$ cat config.mk
export PLATFORM = sky130hd
export DESIGN_NAME = doublerate
export DESIGN_NICKNAME = d
export VERILOG_FILES = /design/src/rtl/doublerate.sv
export SDC_FILE = /design/constraint.sdc
export NUM_CORES = 1
export LEC_CHECK = 0
export ABC_CLOCK_PERIOD_IN_PS = 1300
export BUFFER_PORTS_ARGS = -buffer_cell sky130_fd_sc_hd__clkbuf_2
export CORE_UTILIZATION = 51
export CTS_CLUSTER_DIAMETER = 60
export DETAILED_ROUTE_END_ITERATION = 8
export PLACE_DENSITY = 0.84
export SETUP_SLACK_MARGIN = 0.1
export SYNTH_ARGS = -nofsm -noshare
export SYNTH_HDL_FRONTEND = slang
export SYNTH_SLANG_ARGS = --single-unit
$ cat constraint.sdc
create_clock -name clk -period 1.3 [get_ports clk]
set_clock_uncertainty 0.15 [all_clocks]
set_input_delay 0.26 -clock clk [delete_from_list [all_inputs] [get_ports clk]]
set_output_delay 0.26 -clock clk [all_outputs]
set_load 0.01 [all_outputs]
$ cat src/rtl/doublerate.sv
// doublerate: rate-doubling reorder buffer for the FFT datapath.
//
// Captures one half-rate sample per two clocks (the odd-cycle value) over a
// frame of N = 2^CBW cycles. In the second half of the following frame, it
// replays that frame's N/2 samples back-to-back at full rate. Two ping-pong
// banks let capture of frame f+1 overlap replay of frame f.
//
// Ports:
//   clk       rising-edge clock
//   rst       asynchronous active-high reset
//   cnt       frame cycle index, incremented by one every clock modulo N
//   din       half-rate sample; sample k is presented at cnt = 2k and 2k+1
//   dout      registered full-rate replayed sample (0 when not valid)
//   dout_vld  registered; high while dout carries a replayed sample

module doublerate #(
  parameter int DBW = 3,
  parameter int CBW = 3
) (
  input  logic           clk,
  input  logic           rst,
  input  logic [CBW-1:0] cnt,
  input  logic [DBW-1:0] din,
  output logic [DBW-1:0] dout,
  output logic           dout_vld
);

  localparam int HALF = 1 << (CBW - 1);   // samples per frame
  localparam int AW   = CBW - 1;          // bank address width

  localparam logic [CBW-1:0] CNT_LAST = CBW'((1 << CBW) - 1);
  localparam logic [CBW-1:0] RD_FIRST = CBW'(HALF - 1);
  localparam logic [CBW-1:0] RD_LAST  = CBW'((1 << CBW) - 2);
  localparam logic [AW-1:0]  RD_OFS   = AW'(HALF - 1);

  logic           wr_bank_reg;
  logic           armed_reg;
  logic           rd_ok_reg;
  logic [DBW-1:0] dout_reg;
  logic           dout_vld_reg;

  logic [AW-1:0]  wr_addr;
  logic [AW-1:0]  rd_addr;
  logic           wr_en;
  logic           rd_win;
  logic           swap;
  logic [DBW-1:0] bank_rd [2];

  // Sample k arrives at cnt 2k/2k+1, so the write address is cnt/2.
  assign wr_addr = cnt[CBW-1:1];
  // Read index j = cnt - (N/2-1). Since 0 <= j < N/2, the subtraction can be
  // done modulo N/2 on the low bits alone.
  assign rd_addr = cnt[AW-1:0] - RD_OFS;
  assign wr_en   = armed_reg & cnt[0];
  assign rd_win  = (cnt >= RD_FIRST) && (cnt <= RD_LAST);
  assign swap    = armed_reg && (cnt == CNT_LAST);

  // Two storage banks. The write side is synchronous with no reset, so it
  // maps onto RAM. Contents are never exposed until a full frame is captured.
  genvar gi;
  generate
    for (gi = 0; gi < 2; gi++) begin : g_bank
      logic [DBW-1:0] mem [HALF];

      always_ff @(posedge clk) begin
        if (wr_en && (wr_bank_reg == 1'(gi))) begin
          mem[wr_addr] <= din;
        end
      end

      assign bank_rd[gi] = mem[rd_addr];
    end
  endgenerate

  always_ff @(posedge clk or posedge rst) begin
    if (rst) begin
      wr_bank_reg  <= 1'b0;
      armed_reg    <= 1'b0;
      rd_ok_reg    <= 1'b0;
      dout_reg     <= '0;
      dout_vld_reg <= 1'b0;
    end else begin
      // Only start capturing on a frame boundary. A partial frame that
      // follows reset is therefore never replayed.
      if (cnt == '0) begin
        armed_reg <= 1'b1;
      end

      // The last write of the frame (cnt = N-1) still lands in the old bank,
      // because the write logic sees the pre-toggle wr_bank_reg.
      if (swap) begin
        wr_bank_reg <= ~wr_bank_reg;
        rd_ok_reg   <= 1'b1;
      end

      // The read window ends at N-2, ahead of the toggle at N-1. Until a
      // complete frame exists, the bank contents are masked to zero.
      if (rd_win && rd_ok_reg) begin
        dout_reg     <= bank_rd[~wr_bank_reg];
        dout_vld_reg <= 1'b1;
      end else begin
        dout_reg     <= '0;
        dout_vld_reg <= 1'b0;
      end
    end
  end

  assign dout     = dout_reg;
  assign dout_vld = dout_vld_reg;

endmodule

==> results summary <==
The number of clock buffers added by TritonCTS is 5. The number of standard-cell rows in the floorplan is 17. The Yosys step of the flow raised 0 warnings. The synthesized netlist net count is 89.

The slew at the pin closest to its max-slew limit came out at 0.430 ns. At the end of routability-driven placement, the weighted congestion stood at 0.762. The register bit total from synthesis is 31. The number of max-slew violations in the final report came out at 0. The area inside the core boundary is 0.00228 mm2. Across all register-to-register paths, the minimum setup slack is -0.04 ns. Yosys mapped the design onto 18 distinct sky130hd cell types.

The maximum vdd drop came out at 0.00122 V. The maximum net fanout on the critical path is 6. The fraction of layout cells with a size suffix above 1 is 0.500. The run finished, with violations left. For this design the ratio of total power to cell area is 1470 mW/mm2. STA classifies the critical path startpoint as a primary input. The flip-flop count of the largest register, all copies and words added came out at 24. The proportion of synthesized chip area in sequential cells came out at 0.707. Once placement finished, the instance area stood at 0.00151 mm2. The routed wire length is 2540 um. Once detailed placement completed, the half-perimeter wirelength came to 1650 um. After the first detailed-routing iteration, the DRC count stood at 26. The clock-pin slew on the worst setup and hold paths came out at 0.10 ns. Leaving out fill and tap cells, the most frequent cells in the layout are edfxtp_1, mux2i_1, nor2_4, clkbuf_2, buf_4. The leakage dissipation came out at 0.696 nW. The I/O pin count is 12.

The dominant cell type by area after synthesis is edfxtp_1. The buffer depth of the longest clock path came out at 2. The number of fillers in the final layout is 135.

For this run, design rule violations remaining after detail routing come to 0. The final critical-path required period came out at 1.41 ns. The total grt overflow came out at 0.

The maximum level of the CTS H-tree is 2. Setup repair after global routing could not meet its margin everywhere. Measured on the finished design, the core utilization comes to 0.779. The headroom to the max-slew limit is 0.713.

The post-route standard cell area excluding fillers is 0.00177 mm2. In this run the worst hold path is classified as in2reg. Dividing the detail-routed via count by the number of cells gives 5.50.

The highest attainable clock frequency came out at 0.708 GHz. Among all stages on the critical path, the largest delay is contributed by mux4_2. Entering global routing, the biggest net connects 11 pins. The final setup violation count is 12. The mean area per synthesized cell is 16.2 um2. The required time of the critical path is 1.43 ns. The count of antenna-violating nets left after detailed routing is 0. The buffer and inverter count on the worst path came out at 3. The critical path is of the in2reg type. The final-report hold violation count came out at 0. The routed length per placed instance is 18.6 um. The root buffer cell chosen for the clock tree is clkbuf_4. The post-layout worst setup margin is -0.113 ns. The critical path goes through clkbuf_16 > clkinv_16 > ha_4 > buf_12 > mux2i_1 > mux4_2 > nor2_2.

The synthesized netlist occupies a cell area of 0.00127 mm2. The via count of the first global-routing pass is 779. The clock drives 31 sinks. At the later pin of the worst-skew pair, clock insertion delay measures 0.33 ns. Before antenna repair, the detailed router went through 4 iterations.

The worst setup path is captured at a register. For this configuration, the core starts out at a cell density of 0.557. The gate count of the mapped netlist is 78. The top cell type's share of synthesized area came out at 0.569. The count of port buffers added during placement is 11.

The global-route wire length before repair is 3700 um. Ranked by total cell area, the synthesized netlist is headed by edfxtp_1, dfrtp_1, mux2i_1. Leaving out fill and tap cells, the most frequent cell in the layout is edfxtp_1. The number of antenna violations at the first check in global routing is 0. Across every metal layer, demand over resource in global routing totals 0.215. The cell family contributing the most delay on the critical path is multiplexers. At the end of the flow, the number of nets in the layout was 118. The area growth from synthesis to layout is 39.9%. The vertical die dimension came out at 51.9 um.

The final reports fail on negative setup slack. The die width came out at 51.9 um. The via count is 748. The total die area is 0.00269 mm2. TritonCTS built the clock tree. The number of inserted diodes came out at 0. The share of the clock period used by the worst path is 1.09. Data arrives at the worst endpoint at 1.54 ns. The highest cell delay on the worst timing path came out at 0.49 ns. Across the run, the number of max-cap violations was 0.
path summary, 6_finish.rpt:
kind	cells after the start	to	startpoint
max	7	dout[0]$_DFF_PP0_	cnt[0]
min	1	g_bank[0].mem[3][1]$_DFFE_PP_	din[1]
max reg2reg	3	g_bank[0].mem[3][0]$_DFFE_PP_	wr_bank_reg$_DFFE_PP0P_
min reg2reg	1	rd_ok_reg$_DFFE_PP0P_	rd_ok_reg$_DFFE_PP0P_
max in group asynchronous	3	armed_reg$_DFFE_PP0N_	rst
min in group asynchronous	3	rd_ok_reg$_DFFE_PP0P_	rst
cell families after synthesis:
group	count (synthesis)	synth area share
muxes	15	0.148
xor gates and xnor gates	1	0.00691
adders and majority gates	3	0.0296
and+or+nand+nor	18	0.0622
DFF	31	0.707
AOI/OAI and AO/OA	3	0.0197
buffers and inverters	7	0.0266
final cells by class:
cell class	count	area, um2	area share
well taps	28	35.0	0.0198
clock buffers	5	37.5	0.0212
repair buffers	24	238	0.134
clock inverters	3	38.8	0.0219
inverters	5	47.5	0.0268
multi-input cells	40	478	0.270
flip-flops and latches	31	898	0.507
through the flow:
step | worst slack, ns | std cells | TNS (ns) | hold WS, ns | total power, mW
2_1_floorplan | -0.238 | 78 | -0.713 | -0.0866 | 1.55
3_5_place_dp | -0.552 | 122 | -9.33 | 0.0326 | 1.71
5_1_grt | -0.165 | 136 | -1.09 | 0.0754 | 2.70
3_3_place_gp | -0.527 | 122 | -8.38 | 0.0166 | 1.69
6_report | -0.113 | 136 | -0.524 | 0.0685 | 2.61
4_1_cts | -0.0739 | 133 | -0.205 | 0.0755 | 2.47
timing repair:
item	4_1_cts	5_1_grt
gates cloned	0	1
hold endpoints to repair	7	0
setup buffers	2	2
setup endpoints to repair	32	31
pin swaps	3	6
resized for setup	14	10
hold buffers	1	0
cell usage after synthesis:
master	instances
a211o_1	1
a21o_1	1
buf_6	1
clkbuf_1	1
clkinv_1	1
dfrtp_1	7
edfxtp_1	24
ha_1	3
inv_1	4
mux2i_1	12
mux4_2	3
nand2_1	2
nand2b_1	2
nand3_1	3
nor2_1	9
nor3_1	2
o311ai_1	1
xnor2_1	1
power breakdown:
| part | leakage (nW) | total (mW) | switching (mW) | internal (mW) |
|---|---|---|---|---|
| clock network | 0.0426 | 0.725 | 0.330 | 0.395 |
| logic | 0.358 | 0.672 | 0.314 | 0.358 |
| registers | 0.295 | 1.21 | 0.0478 | 1.16 |
| total | 0.696 | 2.61 | 0.692 | 1.92 |
metal layers:
metal	vias to the layer above	wire, um	GRT usage	part of all wire
li1	351	-	-	-
met1	373	1030	0.240	0.41
met2	19	1360	0.359	0.54
met3	5	96	0.0877	0.038
met4	0	46	0.0946	0.018
met5	-	0	0	0
(Power assumes the default switching activity.)
